==> src/rtl/mem_stage_ldq_pkg.sv <==
// Shared encodings for mem_stage_ldq: load sizes, FSM states and stall levels,
// plus the misalignment helper used by the MEM_ALIGN_EXC_EN build.
package mem_stage_ldq_pkg;

  localparam logic [1:0] LD_B = 2'd0;
  localparam logic [1:0] LD_H = 2'd1;
  localparam logic [1:0] LD_W = 2'd2;
  localparam logic [1:0] LD_D = 2'd3;

  localparam logic [1:0] ST_IDLE = 2'd0;
  localparam logic [1:0] ST_WAIT = 2'd1;
  localparam logic [1:0] ST_HOLD = 2'd2;

  localparam logic STOP    = 1'b1;
  localparam logic NO_STOP = 1'b0;

  // On a 32-bit datapath a dword request is a word access, so it aligns as one.
  function automatic logic ld_misaligned(input logic [1:0] size, input logic [2:0] addr,
                                         input logic wide);
    case (size)
      LD_H:    return addr[0];
      LD_W:    return |addr[1:0];
      LD_D:    return wide ? |addr[2:0] : |addr[1:0];
      default: return 1'b0;
    endcase
  endfunction

endpackage

==> src/rtl/mem_stage_ldq_ld_extract.sv <==
// Load data lane select and sign/zero extension; low address bits below the
// access size are ignored so every access is force-aligned.
module mem_stage_ldq_ld_extract
  import mem_stage_ldq_pkg::*;
#(
  parameter int DATA_W = 32,
  localparam int LANE_W = $clog2(DATA_W / 8)
) (
  input  logic [DATA_W-1:0] rdata,
  input  logic [LANE_W-1:0] lane,
  input  logic [1:0]        size,
  input  logic              uns,
  output logic [DATA_W-1:0] data
);

  logic [LANE_W-1:0] lane_al;
  logic [DATA_W-1:0] shifted;
  logic [DATA_W-1:0] mask;
  logic              sbit;

  always_comb begin
    lane_al = lane;
    mask    = '1;
    case (size)
      LD_B: mask = DATA_W'(8'hFF);
      LD_H: begin
        lane_al[0] = 1'b0;
        mask       = DATA_W'(16'hFFFF);
      end
      LD_W: begin
        lane_al[1:0] = 2'b00;
        mask         = DATA_W'(32'hFFFF_FFFF);
      end
      default: lane_al = '0;
    endcase
    shifted = rdata >> {lane_al, 3'b000};
    case (size)
      LD_B:    sbit = shifted[7];
      LD_H:    sbit = shifted[15];
      LD_W:    sbit = shifted[31];
      default: sbit = 1'b0;
    endcase
    data = (shifted & mask) | ({DATA_W{sbit & ~uns}} & ~mask);
  end

endmodule

==> src/rtl/mem_stage_ldq.sv <==
// MEM pipeline stage with variable-latency load handling (IDLE/WAIT/HOLD FSM).
// Optional MEM_ALIGN_EXC_EN adds misaligned-load exception outputs.
module mem_stage_ldq
  import mem_stage_ldq_pkg::*;
#(
  parameter int DATA_W  = 32,
  parameter int REG_AW  = 5,
  parameter int STALL_W = 6,
  parameter int STAGE   = 3
) (
  input  logic               clk,
  input  logic               rst,
  input  logic [STALL_W-1:0] stall,
  input  logic               flush,
  input  logic [31:0]        in_pc,
  input  logic               in_ld,
  input  logic [1:0]         in_ld_size,
  input  logic               in_ld_uns,
  input  logic               in_rf_we,
  input  logic [REG_AW-1:0]  in_rf_waddr,
  input  logic [DATA_W-1:0]  in_ex_result,
  input  logic               dmem_rvalid,
  input  logic [DATA_W-1:0]  dmem_rdata,
  output logic               stallreq,
  output logic [31:0]        wb_pc,
  output logic               wb_rf_we,
  output logic [REG_AW-1:0]  wb_rf_waddr,
  output logic [DATA_W-1:0]  wb_rf_wdata,
  output logic               fwd_valid,
  output logic               fwd_we,
  output logic [REG_AW-1:0]  fwd_waddr,
  output logic [DATA_W-1:0]  fwd_wdata,
`ifdef MEM_ALIGN_EXC_EN
  output logic               exc_adel,
  output logic [31:0]        exc_badvaddr,
`endif
  output logic [1:0]         dbg_state,
  output logic               dbg_discard
);

  localparam int LANE_W = $clog2(DATA_W / 8);

  logic [31:0]       pc_q, pc_d;
  logic              ld_q, ld_d;
  logic [1:0]        size_q, size_d;
  logic              uns_q, uns_d;
  logic              we_q, we_d;
  logic [REG_AW-1:0] waddr_q, waddr_d;
  logic [DATA_W-1:0] res_q, res_d;
  logic [1:0]        state_q, state_d;
  logic              discard_q, discard_d;
  logic [DATA_W-1:0] hold_q, hold_d;

  logic              adv, rvalid_eff, ld_exc, ld_active, ld_ready, kill_discard;
  logic [DATA_W-1:0] ext_data, ld_data;
  logic              unused_stall;

  assign adv          = (stall[STAGE+1] == NO_STOP);
  assign rvalid_eff   = dmem_rvalid && !discard_q;
  assign unused_stall = ^stall;
  // A killed WAIT leaves a response in flight unless it lands on this very edge.
  assign kill_discard = (state_q == ST_WAIT) && (discard_q || !dmem_rvalid);

`ifdef MEM_ALIGN_EXC_EN
  assign ld_exc       = ld_q && ld_misaligned(size_q, res_q[2:0], DATA_W == 64);
  assign exc_adel     = ld_exc;
  assign exc_badvaddr = ld_exc ? res_q[31:0] : 32'd0;
`else
  assign ld_exc       = 1'b0;
`endif
  assign ld_active = ld_q && !ld_exc;

  always_comb begin
    pc_d    = pc_q;
    ld_d    = ld_q;
    size_d  = size_q;
    uns_d   = uns_q;
    we_d    = we_q;
    waddr_d = waddr_q;
    res_d   = res_q;
    if (flush || (stall[STAGE] == STOP && adv)) begin
      pc_d    = '0;
      ld_d    = 1'b0;
      size_d  = '0;
      uns_d   = 1'b0;
      we_d    = 1'b0;
      waddr_d = '0;
      res_d   = '0;
    end else if (stall[STAGE] == NO_STOP) begin
      pc_d    = in_pc;
      ld_d    = in_ld;
      size_d  = in_ld_size;
      uns_d   = in_ld_uns;
      we_d    = in_rf_we;
      waddr_d = in_rf_waddr;
      res_d   = in_ex_result;
    end
  end

  mem_stage_ldq_ld_extract #(.DATA_W(DATA_W)) u_ld_extract (
    .rdata (dmem_rdata),
    .lane  (res_q[LANE_W-1:0]),
    .size  (size_q),
    .uns   (uns_q),
    .data  (ext_data)
  );

  always_comb begin
    state_d   = state_q;
    hold_d    = hold_q;
    discard_d = discard_q;
    stallreq  = 1'b0;
    ld_ready  = 1'b1;
    ld_data   = ext_data;
    if (discard_q && dmem_rvalid) discard_d = 1'b0;
    case (state_q)
      ST_IDLE: begin
        if (ld_active) begin
          if (rvalid_eff) begin
            if (!adv) begin
              state_d = ST_HOLD;
              hold_d  = ext_data;
            end
          end else begin
            stallreq = 1'b1;
            ld_ready = 1'b0;
            state_d  = ST_WAIT;
          end
        end
      end
      ST_WAIT: begin
        if (rvalid_eff) begin
          if (adv) begin
            state_d = ST_IDLE;
          end else begin
            state_d = ST_HOLD;
            hold_d  = ext_data;
          end
        end else begin
          stallreq = 1'b1;
          ld_ready = 1'b0;
        end
      end
      ST_HOLD: begin
        ld_data = hold_q;
        if (adv) state_d = ST_IDLE;
      end
      default: state_d = ST_IDLE;
    endcase
    if (flush) begin
      state_d = ST_IDLE;
      if (state_q == ST_WAIT) discard_d = kill_discard;
    end
  end

  always_ff @(posedge clk) begin
    if (!rst) begin
      pc_q      <= '0;
      ld_q      <= 1'b0;
      size_q    <= '0;
      uns_q     <= 1'b0;
      we_q      <= 1'b0;
      waddr_q   <= '0;
      res_q     <= '0;
      state_q   <= ST_IDLE;
      discard_q <= kill_discard;
      hold_q    <= '0;
    end else begin
      pc_q      <= pc_d;
      ld_q      <= ld_d;
      size_q    <= size_d;
      uns_q     <= uns_d;
      we_q      <= we_d;
      waddr_q   <= waddr_d;
      res_q     <= res_d;
      state_q   <= state_d;
      discard_q <= discard_d;
      hold_q    <= hold_d;
    end
  end

  assign wb_pc       = pc_q;
  assign wb_rf_we    = we_q && !ld_exc;
  assign wb_rf_waddr = waddr_q;
  assign wb_rf_wdata = ld_active ? ld_data : res_q;
  assign fwd_we      = wb_rf_we;
  assign fwd_waddr   = wb_rf_waddr;
  assign fwd_wdata   = wb_rf_wdata;
  // Nothing to forward without a write, so fwd_valid also follows fwd_we.
  assign fwd_valid   = wb_rf_we && ld_ready;
  assign dbg_state   = state_q;
  assign dbg_discard = discard_q;

endmodule

==> config.mk <==
export PLATFORM = sky130hd
export DESIGN_NAME = mem_stage_ldq
export DESIGN_NICKNAME = d
export VERILOG_FILES = /design/src/rtl/mem_stage_ldq_pkg.sv /design/src/rtl/mem_stage_ldq_ld_extract.sv /design/src/rtl/mem_stage_ldq.sv
export SDC_FILE = /design/constraint.sdc
export NUM_CORES = 1
export LEC_CHECK = 0
export BUFFER_PORTS_ARGS = -buffer_cell sky130_fd_sc_hd__buf_4
export CAP_MARGIN = 20
export CORE_MARGIN = 8
export CORE_UTILIZATION = 51
export CTS_BUF_LIST = sky130_fd_sc_hd__clkbuf_2 sky130_fd_sc_hd__clkbuf_4 sky130_fd_sc_hd__clkbuf_8
export DETAILED_ROUTE_END_ITERATION = 8
export PLACE_DENSITY = 0.83
export SETUP_SLACK_MARGIN = 0.15
export SYNTH_ARGS = -nofsm -noshare
export SYNTH_HDL_FRONTEND = slang
export SYNTH_HIERARCHICAL = 1
export SYNTH_SLANG_ARGS = --single-unit
==> constraint.sdc <==
create_clock -name clk -period 4.09 [get_ports clk]
set_clock_uncertainty 0.15 [all_clocks]
set_input_delay 1.227 -clock clk [delete_from_list [all_inputs] [get_ports clk]]
set_output_delay 1.227 -clock clk [all_outputs]
set_load 0.01 [all_outputs]
-- Word level (Yosys, flattened, before mapping)
Cells that the tools add are included.
- register bits after elaboration: 109
- muxes and demuxes: 27
- bitwise operators: 8
- reduce and logical (&&, ||, !) cells: 17
- eq/ne operators: 8
- shifts and indexed selects: 1
- operator list (cell ; number):
    $mux W32 ; 5
    $pmux W32 S2 ; 2
    $and A32 B32 Y32 ; 2
    $not A32 Y32 ; 1
    $or A32 B32 Y32 ; 1
    $shr A32 B5 Y32 ; 1
    $mux W2 ; 6
    $mux W1 ; 10
    $ne A2 B2 Y1 const B ; 3
    $pmux W2 S3 ; 1
    $reduce_or A2 Y1 ; 3
    $logic_and A1 B1 Y1 ; 5
    $eq A2 B1 Y1 const B ; 2
    $eq A2 B2 Y1 const B ; 2
    $logic_not A2 Y1 ; 2
    $pmux W1 S2 ; 2
    $reduce_and A4 Y1 ; 1
    $ne A3 B3 Y1 const B ; 1
    $not A1 Y1 ; 3
    $pmux W1 S3 ; 1
    $logic_not A1 Y1 ; 2
    $logic_or A1 B1 Y1 ; 2
    $reduce_and A2 Y1 ; 1
    $reduce_bool A2 Y1 ; 1
    $and A1 B1 Y1 ; 1

-- Depth between registers and ports, before layout
Gate-level depths: netlist of run 1.
- word-level depth: 12
- gate-level depth with buffers: 8

-- Cells and area by module
The synthesis of run 1 kept the hierarchy.
- modules (own cells, without submodules) (module ; seq. area each (um2) ; cells each ; area each (um2) ; times used):
    mem_stage_ldq ; 2182.1 ; 540 ; 5026.1 ; 1
    mem_stage_ldq_ld_extract ; 0.0 ; 97 ; 740.7 ; 1

-- Least setup slack after synthesis of run 1
Ideal clock, no wire load.
- path kind: input-to-output
- start: in dmem_rdata[23]
- end: out wb_rf_wdata[21]
- data arrival time: 2.655 ns
- cell stages on the path: 8
- setup slack: 0.058 ns
- path through: nor4bb_1 -> a211o_1 -> buf_4 -> a22oi_1 -> o21ai_1 -> mux2i_1 -> a21oi_1 -> buf_4
- word-level cells in the longest chain between the ends: 7
- RTL lines (element ; line ; text):
    start: declaration ; mem_stage_ldq.sv:23 ; input logic [DATA_W-1:0] dmem_rdata,
    $shr A32 B5 Y32 ; mem_stage_ldq_ld_extract.sv:36 ; shifted = rdata >> {lane_al, 3'b000};
    $pmux W1 S3 ; mem_stage_ldq_ld_extract.sv:37 ; case (size)
    $and A1 B1 Y1 ; mem_stage_ldq_ld_extract.sv:43 ; data = (shifted & mask) | ({DATA_W{sbit & ~uns}} & ~mask);
    $and A32 B32 Y32 ; mem_stage_ldq_ld_extract.sv:43 ;
    $or A32 B32 Y32 ; mem_stage_ldq_ld_extract.sv:43 ;
    named net ext_data[21] ; mem_stage_ldq.sv:55 ; logic [DATA_W-1:0] ext_data, ld_data;
    $mux W32 ; mem_stage_ldq.sv:116 ; case (state_q)
    $mux W32 ; mem_stage_ldq.sv:185 ; assign wb_rf_wdata = ld_active ? ld_data : res_q;
    end: declaration ; mem_stage_ldq.sv:28 ; output logic [DATA_W-1:0] wb_rf_wdata,
The timed path passes the listed nets, and every way through them passes these cells.

-- Final worst setup path of run 1
- start: in dmem_rdata[23]
- end: out wb_rf_wdata[28]
The elaborated chain is that of the path after synthesis.

==> impl_metrics.py, run 1 <==
metrics = {
    "sta": {
        "maxSlewViolCount": 0,
        "timing_worst_slew_pin_value_ps": 1110,
        "hold-worst-slack_ps": 317,
        "finalWorstPathRequiredPeriod_ps": 4160,
        "fin_ws_ps": -70.2,
        "top_achievable_clock_speed_mhz": 240,
        "finalCritPeriodShare_pct": 102,
        "setup_repair_after_global_routing_missed_its_margin": "true",
        "final-hold-violation-count": 0,
        "maxSlewHeadroom_pct": 25.9,
        "timing.final.setup_violations": 33,
    },
    "route": {
        "drt_pass1_iterations": 5,
        "wire_per_inst_um": 20.6,
        "final_routed_wirelength_um": 20600,
        "detail_route.iter0.violations": 507,
        "drc": 0,
        "antenna_violating_nets_left": 0,
        "route.vias.total": 5716,
        "avgViaCountPerCell": 5.70,
    },
    "worst_setup_path": {
        "startpoint_type_of_the_worst_setup_path": "input pin",
        "critical_path.reg2reg.startpoint": "res_q[0]$_SDFFE_PP0N_",
        "crit_arrival_ps": 2780,
        "cp_peak_stage_delay_ps": 340,
        "worstPathCellList": "buf_8 -> nor4bb_4 -> a211o_4 -> buf_6 -> a22oi_2 -> o21ai_2 -> mux2i_1 -> a21oi_2 -> buf_4",
        "reg2regPathDepth": 23,
        "worst-endpoint-required_ps": 2710,
        "crit_path_max_fanout": 7,
        "cpMaxStageDelayCell": "sky130_fd_sc_hd__a211o_4",
        "crit-reg2reg-capture": "hold_q[29]$_SDFFE_PN0P_",
        "worst_setup_path_end_kind": "primary output",
        "worst-setup-path-type": "input pin to primary output",
        "reg2reg_setup_slack_ps": 130,
    },
    "place": {
        "portBuffers": 224,
        "dp.final_hpwl_um": 12700,
        "final_weighted_congestion_in_routability_driven_placement": 0.938,
    },
    "cts": {
        "cts-htree-levels": 3,
        "cts_tree": "built",
        "path_clk_slew_ps": 90,
        "cts_buffer_count": 9,
        "cts_hold_buf": 0,
        "clk-insertion-delay-late_ps": 380,
        "ctsLongestPathBuffers": 2,
        "numClockSinks": 109,
        "root_buffer": "sky130_fd_sc_hd__clkbuf_8",
    },
    "yosys": {
        "mapped_cell_area_um2": 5770,
        "post_synth_inst_count": 637,
        "yosys_warn_count": 6,
        "synth_cell_type_count": 38,
        "synth.net_count": 753,
        "yosysTopAreaCell": "sky130_fd_sc_hd__dfxtp_1",
        "postSynthRegisterBits": 109,
        "ys_seq_area_share_pct": 37.8,
        "synth.top_cell.area_share_pct": 37.8,
        "mean_syn_cell_area_um2": 9.05,
        "yosys-top-cells-area": "sky130_fd_sc_hd__dfxtp_1 38%, sky130_fd_sc_hd__mux2i_1 24%, sky130_fd_sc_hd__nor2_1 7.1%",
    },
    "hold_path": {
        "worst_hold_startpoint": "hold_q[15]$_SDFFE_PN0P_",
        "timing.hold.worst_endpoint": "hold_q[15]$_SDFFE_PN0P_",
        "hold-path-cell-count": 2,
        "min_path_type": "flip-flop to flip-flop",
    },
    "floorplan": {
        "die-width_um": 122,
        "area_enclosed_by_the_die_boundary_um2": 15000,
        "io_pins": 229,
        "die_height_um": 122,
        "initial_core_util_pct": 51.4,
        "core_region_area_um2": 11200,
        "rows": 39,
    },
    "pwr": {
        "power_w": 0.00259,
        "p_per_area_nw_per_um2": 307,
        "vdd_ir_drop_max_mv": 0.215,
        "power.static_leakage_nw": 3.93,
    },
    "finish": {
        "mostFrequentLayoutCell": "sky130_fd_sc_hd__buf_4",
        "antenna_cells_inserted": 0,
        "final_nets": 971,
        "syn_to_final_growth_pct": 46.1,
        "drive_above_1_share_pct": 46.9,
        "fillerInstances": 713,
        "most-common-layout-cells": "252 x sky130_fd_sc_hd__buf_4, 130 x sky130_fd_sc_hd__mux2i_1, 109 x sky130_fd_sc_hd__nor2_1, 107 x sky130_fd_sc_hd__dfxtp_1, 81 x sky130_fd_sc_hd__nand2_1",
    },
    "global_route": {
        "grt_antenna_before_repair": 0,
        "grt_max_degree": 67,
        "busiest_metal_layer_after_global_routing": "met2",
        "vias_in_the_first_global_route": 5695,
        "grt.total_usage_pct": 24.1,
        "grt_use_met2_pct": 40.8,
        "grt_use_met3_pct": 7.36,
        "use_met1_pct": 27.5,
        "first_pass_grt_wire_length_um": 28900,
        "grt_remaining_overflow": 0,
    },
    "flow_run": {
        "max_cap_viol_count": 0,
    },
    "outcome": {
        "failed_checks": "negative setup slack",
        "outcome": "complete, but fails checks",
    },
}
[kinds of logic after synthesis]
group / count (synthesis) / synth area share [%]
simple gates: 212 / 15.5
compound gates: 81 / 8.98
mux: 146 / 26.9
flops: 109 / 37.8
buf+inv: 89 / 10.7
[registers in the layout, summed over array words and instances (netlist names)]
| name | flops |
|---|---|
| dbg_discard | 1 |
| fwd_waddr | 5 |
| uns_q | 1 |
| fwd_we | 1 |
| wb_pc | 32 |
| size_q | 2 |
| hold_q | 32 |
| res_q | 32 |
| dbg_state | 2 |
| ld_active | 1 |
[stage by stage]
stage / util, % / TNS (ps) / instances / cell area, µm² / worst slack [ps]
2_1_floorplan: - / 0 / 637 / 5810 / 178
3_3_place_gp: 64.2 / -1650 / 933 / 7210 / -150
3_5_place_dp: 64.2 / -3960 / 933 / 7210 / -168
4_1_cts: 72.2 / -0.292 / 991 / 8100 / -0.292
5_1_grt: 75.1 / -3360 / 1003 / 8430 / -142
6_report: 75.1 / -853 / 1003 / 8430 / -70.2
[critical path: cells and delay by family]
family | cells | cell delay [ps]
muxes | 1 | 260
and+or+nand+nor | 1 | 160
AOI/OAI and AO/OA | 4 | 720
buffers and inverters | 3 | 410
[synthesized netlist by cell type]
cell type and n:
sky130_fd_sc_hd__nor4_1 1, sky130_fd_sc_hd__o221ai_2 1, sky130_fd_sc_hd__nor2b_4 1, sky130_fd_sc_hd__nor4b_4 2, sky130_fd_sc_hd__buf_12 3, sky130_fd_sc_hd__a22oi_1 16, sky130_fd_sc_hd__o21ai_1 16, sky130_fd_sc_hd__nor2_2 1
sky130_fd_sc_hd__mux2i_1 138, sky130_fd_sc_hd__o21ba_1 1, sky130_fd_sc_hd__buf_2 17, sky130_fd_sc_hd__buf_4 47, sky130_fd_sc_hd__inv_2 2, sky130_fd_sc_hd__a21o_1 1, sky130_fd_sc_hd__a31oi_1 7, sky130_fd_sc_hd__a221oi_4 1
sky130_fd_sc_hd__nand2_1 84, sky130_fd_sc_hd__a211o_1 1, sky130_fd_sc_hd__nand2b_1 5, sky130_fd_sc_hd__clkbuf_2 1, sky130_fd_sc_hd__clkbuf_1 10, sky130_fd_sc_hd__nand4bb_1 1, sky130_fd_sc_hd__o32ai_1 1, sky130_fd_sc_hd__nor3_1 1
sky130_fd_sc_hd__buf_1 3, sky130_fd_sc_hd__o221ai_1 1, sky130_fd_sc_hd__mux4_2 7, sky130_fd_sc_hd__dfxtp_1 109, sky130_fd_sc_hd__buf_6 5, sky130_fd_sc_hd__inv_1 1, sky130_fd_sc_hd__a21oi_4 1, sky130_fd_sc_hd__nor2_1 109
sky130_fd_sc_hd__a21oi_1 33, sky130_fd_sc_hd__nor2b_1 5, sky130_fd_sc_hd__mux2_4 1, sky130_fd_sc_hd__nor4bb_1 1, sky130_fd_sc_hd__or2_2 1, sky130_fd_sc_hd__a21boi_0 1
[worst max-delay path by stage]
stage / start / to / slack, ps / cells after the start
after CTS: dmem_rdata[23] / wb_rf_wdata[30] / -0.3 / 9
final: dmem_rdata[23] / wb_rf_wdata[28] / -70 / 9
after floorplan: dmem_rdata[23] / wb_rf_wdata[21] / 180 / 8
after detailed placement: dmem_rdata[15] / fwd_wdata[14] / -170 / 8
after global routing: dmem_rdata[23] / wb_rf_wdata[28] / -140 / 9
after global placement: dmem_rdata[15] / fwd_wdata[14] / -150 / 8
[per-layer routing]
metal / wire, µm / share of wire (%) / up-vias
met5: 0 / 0 / -
met4: 811 / 3.9 / 0
met3: 2030 / 9.8 / 74
met2: 10100 / 49 / 359
met1: 7640 / 37 / 2712
li1: - / - / 2571
[where the power goes]
group	internal, W	switching, W	leakage, nW
logic	0.000347	0.000308	2.92
registers	0.00108	0.0000196	0.884
clock network	0.000465	0.000362	0.133
total	0.00190	0.000690	3.93
[what timing repair did]
item	CTS	global route
gates cloned	1	0
resized for setup	57	57
endpoints found under the setup margin	48	66
buffers inserted	41	12
pin swaps	33	14
[layout make-up]
type | instances | area, µm² | area share [%]
Inverter | 3 | 11.3 | 0.134
Sequential cell | 109 | 2180 | 25.9
Clock buffer | 13 | 173 | 2.05
Tap cell | 143 | 179 | 2.12
Multi-Input combinational cell | 440 | 3400 | 40.4
Timing Repair Buffer | 292 | 2380 | 28.3
Clock inverter | 3 | 90.1 | 1.07
(Power assumes the default switching activity.)
==> run 2: changes to the inputs <==
- CAP_MARGIN: 20 -> 5
- CORE_MARGIN: 8 -> 1.5
- CORE_UTILIZATION: 51 -> 50
- SYNTH_HIERARCHICAL: 1 -> not set
==> run 2 against run 1 <==
The flow now finishes without violations. Maximum frequency increased by 3.6%. Worst hold slack better by 3.4 ps. Cell count down 7.4%. Utilization down 4.3 points. Sequential power is essentially flat. Clock power fell by 11%. Die area decreased by 24%. Power down 14%. Non-clock buffer count fell by 47. Synthesized cell count shrank 2.8%. Via count decreased by 10%. Count of clock-buffer cells in the layout is 4 lower. Critical path type unchanged. Critical endpoint is now wb_rf_wdata[26].
==> impl_metrics.py, run 2 <==
metrics = {
    "route": {
        "drc": 0,
        "detail_route.iter0.violations": 264,
        "antenna_violating_nets_left": 0,
        "avgViaCountPerCell": 5.53,
        "route.vias.total": 5142,
        "final_routed_wirelength_um": 16000,
        "wire_per_inst_um": 17.2,
        "drt_pass1_iterations": 5,
    },
    "worst_setup_path": {
        "reg2regPathDepth": 5,
        "crit_arrival_ps": 2640,
        "worstPathCellList": "buf_6 -> nand4bb_1 -> o221a_1 -> o21ai_2 -> a211oi_4 -> buf_12 -> a221oi_4 -> buf_4",
        "cpMaxStageDelayCell": "sky130_fd_sc_hd__a221oi_4",
        "startpoint_type_of_the_worst_setup_path": "input pin",
        "crit_path_max_fanout": 8,
        "worst_setup_path_end_kind": "primary output",
        "worst-endpoint-required_ps": 2710,
        "cp_peak_stage_delay_ps": 340,
        "worst-setup-path-type": "input pin to primary output",
    },
    "global_route": {
        "grt.total_usage_pct": 27.8,
        "grt_antenna_before_repair": 0,
        "first_pass_grt_wire_length_um": 24700,
        "grt_remaining_overflow": 0,
        "vias_in_the_first_global_route": 4965,
        "grt_max_degree": 41,
    },
    "yosys": {
        "yosysTopAreaCell": "sky130_fd_sc_hd__dfxtp_1",
        "synth_top_flop_cell": "sky130_fd_sc_hd__dfxtp_1",
        "synth.net_count": 735,
        "post_synth_inst_count": 619,
        "mean_syn_cell_area_um2": 8.67,
        "mapped_cell_area_um2": 5370,
        "yosys_warn_count": 0,
        "synth.top_cell.area_share_pct": 40.7,
        "synth-edff-count": 0,
        "netlist_top_cells_count": "118 x sky130_fd_sc_hd__nor2_1, 109 x sky130_fd_sc_hd__dfxtp_1, 75 x sky130_fd_sc_hd__mux2i_1",
        "synth_cell_type_count": 39,
        "synth.most_common_cell": "sky130_fd_sc_hd__nor2_1",
        "postSynth.asyncResetShare_pct": 0,
        "ys_seq_area_share_pct": 40.7,
        "postSynthRegisterBits": 109,
        "yosys-top-cells-area": "sky130_fd_sc_hd__dfxtp_1 41%, sky130_fd_sc_hd__mux2i_1 14%, sky130_fd_sc_hd__nor2_1 8.3%",
    },
    "cts": {
        "path_clk_slew_ps": 100,
        "numClockSinks": 109,
        "cts_tree": "built",
        "cts_hold_buf": 0,
        "clk-insertion-delay-late_ps": 370,
        "cts-htree-levels": 3,
        "root_buffer": "sky130_fd_sc_hd__clkbuf_8",
        "cts_buffer_count": 9,
        "ctsLongestPathBuffers": 2,
    },
    "sta": {
        "timing.final.setup_violations": 0,
        "finalWorstPathRequiredPeriod_ps": 4020,
        "top_achievable_clock_speed_mhz": 249,
        "maxSlewHeadroom_pct": 41.3,
        "timing_worst_slew_pin_value_ps": 878,
        "finalCritPeriodShare_pct": 98.2,
        "setup_repair_after_global_routing_missed_its_margin": "true",
        "fin_ws_ps": 73.1,
        "final-hold-violation-count": 0,
        "fin_setup_tns_ps": 0,
        "maxSlewViolCount": 0,
    },
    "place": {
        "placement.cell_area_um2": 6850,
        "final_weighted_congestion_in_routability_driven_placement": 0.881,
        "dp.final_hpwl_um": 11600,
        "placement.setup.worst_slack_ps": -379,
        "portBuffers": 224,
    },
    "floorplan": {
        "io_pins": 229,
        "rows": 37,
        "area_enclosed_by_the_die_boundary_um2": 11400,
        "core_region_area_um2": 10400,
        "die_height_um": 107,
        "die-width_um": 107,
        "initial_core_util_pct": 51.7,
    },
    "pwr": {
        "p_per_area_nw_per_um2": 304,
        "vdd_ir_drop_max_mv": 0.215,
        "power.static_leakage_nw": 3.34,
    },
    "finish": {
        "stdcell_area_um2": 7330,
        "post-route-util_pct": 70.7,
        "drive_above_1_share_pct": 38.0,
        "most-common-layout-cells": "235 x sky130_fd_sc_hd__buf_4, 118 x sky130_fd_sc_hd__nor2_1, 107 x sky130_fd_sc_hd__dfxtp_1, 75 x sky130_fd_sc_hd__mux2i_1, 65 x sky130_fd_sc_hd__nand2_1",
        "antenna_cells_inserted": 0,
        "mostFrequentLayoutCell": "sky130_fd_sc_hd__buf_4",
        "syn_to_final_growth_pct": 36.7,
        "final_nets": 904,
    },
    "hold_path": {
        "min_path_type": "flip-flop to flip-flop",
        "hold-path-cell-count": 2,
    },
    "outcome": {
        "outcome": "finished, final reports clean",
    },
    "flow_run": {
        "max_cap_viol_count": 0,
    },
}
[run 2: layer usage]
| metal | global-route usage, % | vias up | wire length [µm] |
|---|---|---|---|
| met4 | 10.5 | 0 | 207 |
| met2 | 48.3 | 245 | 8010 |
| li1 | - | 2459 | - |
| met3 | 5.65 | 18 | 1280 |
| met1 | 33.7 | 2420 | 6510 |
| met5 | 0 | - | 0 |
[run 2: path summary, 6_finish.rpt]
check                                          endpoint  slack (ps)              startpoint
worst max register to register  hold_q[22]$_SDFFE_PN0P_        1210  ld_active$_SDFFE_PP0N_
worst min register to register   hold_q[5]$_SDFFE_PN0P_         320  hold_q[5]$_SDFFE_PN0P_
worst max-delay path                    wb_rf_wdata[26]          70          dmem_rdata[15]
worst min-delay path             hold_q[5]$_SDFFE_PN0P_         320  hold_q[5]$_SDFFE_PN0P_
[run 2: through the flow]
step | total power (W) | cells | hold slack [ps]
floorplan | 0.00133 | 619 | 294
CTS | 0.00224 | 928 | 322
global placement | 0.00150 | 909 | 301
detailed placement | 0.00150 | 909 | 308
global route | 0.00231 | 929 | 354
finish | 0.00223 | 929 | 320
[run 2: area by class of cell]
class / count / area [µm²]
sequential: 109 / 2180
timing repair buffer: 245 / 1910
fill: 805 / 3040
clock buffer: 9 / 124
multi-input combinational: 421 / 2840
inverter: 2 / 7.51
clock inverter: 7 / 96.3
tap: 136 / 170
[run 2: power breakdown]
part	internal, W	leakage (nW)	switching, W	total, W
clock network	0.000349	0.114	0.000384	0.000733
logic	0.000205	2.35	0.000192	0.000398
registers	0.00109	0.884	0.0000169	0.00110
total	0.00164	3.34	0.000593	0.00223
[run 2: repair_timing]
| action | in CTS | in global routing |
|---|---|---|
| setup endpoints to repair | 48 | 60 |
| pin swaps | 1 | 5 |
| resized for setup | 23 | 10 |
| cloned | 1 | 0 |
| setup buffers | 2 | 1 |
[run 2: logic make-up (layout without fill, tap and decap cells)]
kind of cell | after synthesis | count (layout) | share of synthesized area, %
buf+inv | 89 | 263 | 9.79
mux | 82 | 82 | 15.5
compound gates | 129 | 129 | 17.4
flops | 109 | 109 | 40.7
simple gates | 210 | 210 | 16.7
[run 2: critical path: cells and delay by family]
family | cells | cell delay (ps)
and+or+nand+nor | 1 | 90
buffers and inverters | 3 | 440
AOI/OAI and AO/OA | 4 | 870
==> run 3: changes to the inputs <==
- CORE_UTILIZATION: 50 -> 53
- PLACE_DENSITY: 0.83 -> 0.88
- clock period: 4.09 -> 5.1 ns (I/O delays scaled with it)
==> run 3 against run 2 <==
Wire length fell by 1.7%. Worst setup slack improved by 190 ps. Non-clock buffer count shrank 9. Critical endpoint is now wb_rf_wdata[30]. Sequential share of layout area grew 1.1 points. Critical path type unchanged. First-iteration DRC count up 16%. Global-route usage is 1.2 points higher. Worst hold slack better by 8.5 ps. Cell area fell by 3.6%. Largest cell class unchanged. Largest power group unchanged. Register-to-register slack gained 1100 ps.
==> impl_metrics.py, run 3 (same netlist as run 2, synthesis figures left out) <==
metrics = {
    "flow_run": {
        "max_cap_viol_count": 0,
    },
    "worst_setup_path": {
        "worst-endpoint-required_ps": 3420,
        "crit_arrival_ps": 3160,
        "crit_path_max_fanout": 15,
        "startpoint_type_of_the_worst_setup_path": "input pin",
        "worst-setup-path-type": "input pin to primary output",
        "worst_setup_path_end_kind": "primary output",
    },
    "outcome": {
        "outcome": "finished, final reports clean",
    },
    "route": {
        "routed-wl-met2_um": 7850,
        "route.vias.total": 5149,
        "met1Wirelength_um": 6050,
        "drc": 0,
        "wire_per_inst_um": 17.2,
        "antenna_violating_nets_left": 0,
        "dr.max_layer_used": "met4",
        "final_routed_wirelength_um": 15700,
        "detail_route.iter0.violations": 306,
        "drt_pass1_iterations": 5,
        "avgViaCountPerCell": 5.62,
        "dr_wl_met3_um": 1340,
    },
    "sta": {
        "finalWorstPathRequiredPeriod_ps": 4840,
        "maxSlewViolCount": 0,
        "top_achievable_clock_speed_mhz": 207,
        "final-hold-violation-count": 0,
        "hold-worst-slack_ps": 329,
        "maxSlewHeadroom_pct": 41.5,
        "fin_setup_tns_ps": 0,
        "timing_worst_slew_pin_value_ps": 878,
        "timing.final.setup_violations": 0,
        "setup_repair_after_global_routing_missed_its_margin": "false",
        "finalCritPeriodShare_pct": 94.9,
    },
    "finish": {
        "final_nets": 895,
        "drive_above_1_share_pct": 35.5,
        "syn_to_final_growth_pct": 31.8,
        "multi_input_area_um2": 2680,
        "most-common-layout-cells": "234 x sky130_fd_sc_hd__buf_4, 118 x sky130_fd_sc_hd__nor2_1, 108 x sky130_fd_sc_hd__dfxtp_1, 75 x sky130_fd_sc_hd__mux2i_1, 65 x sky130_fd_sc_hd__nand2_1",
        "mostFrequentLayoutCell": "sky130_fd_sc_hd__buf_4",
        "post-route-util_pct": 72.3,
        "antenna_cells_inserted": 0,
        "fillerInstances": 727,
        "stdcell_area_um2": 7070,
        "ff_latch_area_um2": 2180,
    },
    "floorplan": {
        "core_region_area_um2": 9770,
        "io_pins": 229,
        "die-width_um": 104,
        "rows": 36,
        "die_height_um": 104,
        "initial_core_util_pct": 54.9,
        "area_enclosed_by_the_die_boundary_um2": 10700,
    },
    "cts": {
        "cts-htree-levels": 3,
        "path_clk_slew_ps": 100,
        "root_buffer": "sky130_fd_sc_hd__clkbuf_8",
        "clk-insertion-delay-late_ps": 370,
        "numClockSinks": 109,
        "cts_hold_buf": 0,
        "cts_tree": "built",
        "ctsLongestPathBuffers": 2,
        "cts_buffer_count": 9,
    },
    "place": {
        "placement.cell_area_um2": 6790,
        "portBuffers": 224,
        "final_weighted_congestion_in_routability_driven_placement": 0.951,
        "dp.final_hpwl_um": 11400,
    },
    "pwr": {
        "p_per_area_nw_per_um2": 254,
        "power_w": 0.00179,
        "vdd_ir_drop_max_mv": 0.190,
        "power.static_leakage_nw": 3.27,
    },
    "global_route": {
        "vias_in_the_first_global_route": 5185,
        "first_pass_grt_wire_length_um": 25300,
        "grt_max_degree": 54,
        "grt_remaining_overflow": 0,
        "grt.total_usage_pct": 29.0,
        "grt_antenna_before_repair": 0,
    },
    "hold_path": {
        "min_path_type": "flip-flop to flip-flop",
    },
}
run 3: cell types whose count changed in the layout (fill, tap and decap cells not counted), sizes merged:
| cell | before | now |
|---|---|---|
| clkinv | 3 | 1 |
| clkbuf | 10 | 9 |
| buf | 244 | 236 |
| inv | 4 | 6 |
run 3: final cells by class:
class	count	share of cell area (%)
inverter	2	0.106
tap	133	2.35
clock buffer	9	1.75
clock inverter	7	1.61
sequential	109	30.9
timing repair buffer	236	25.4
multi-input combinational	421	37.9
run 3: routing by layer:
| metal | GRT usage, % | vias to the layer above |
|---|---|---|
| met5 | 0 | - |
| met4 | 12.2 | 0 |
| met3 | 7.68 | 43 |
| met2 | 52.3 | 271 |
| met1 | 32.1 | 2400 |
| li1 | - | 2435 |
run 3: critical path, stage by stage:
cell and delay (ps):
sky130_fd_sc_hd__buf_4 100, sky130_fd_sc_hd__nand4bb_1 100, sky130_fd_sc_hd__o221a_1 280, sky130_fd_sc_hd__o21ai_2 170, sky130_fd_sc_hd__a211oi_4 120, sky130_fd_sc_hd__buf_12 190, sky130_fd_sc_hd__a221oi_1 450, sky130_fd_sc_hd__buf_4 210
run 3: path summary, 6_finish.rpt:
path | start | to | slack (ps) | cells after the start
worst min-delay path | hold_q[1]$_SDFFE_PN0P_ | hold_q[1]$_SDFFE_PN0P_ | 330 | 2
worst max-delay path | dmem_rdata[15] | wb_rf_wdata[30] | 260 | 8
worst min register to register | hold_q[1]$_SDFFE_PN0P_ | hold_q[1]$_SDFFE_PN0P_ | 330 | 2
worst max register to register | ld_active$_SDFFE_PP0N_ | hold_q[22]$_SDFFE_PN0P_ | 2270 | 5
run 3: timing repair:
item / in CTS / in global routing
pin swaps: 1 / 0
endpoints found under the setup margin: 32 / 8
buffers inserted: 3 / 0
resized for setup: 0 / 1
run 3: report_power, final:
group	switching [W]	total, W	internal, W
Clock	0.000316	0.000606	0.000290
Sequential	0.0000132	0.000883	0.000870
Combinational	0.000147	0.000303	0.000156
Total	0.000477	0.00179	0.00132
run 3: per-stage QoR:
stage | setup slack (ps) | std cells
3_3_place_gp | 81.5 | 898
5_1_grt | 189 | 917
2_1_floorplan | 605 | 619
6_report | 260 | 917
3_5_place_dp | -37.6 | 898
4_1_cts | 231 | 917
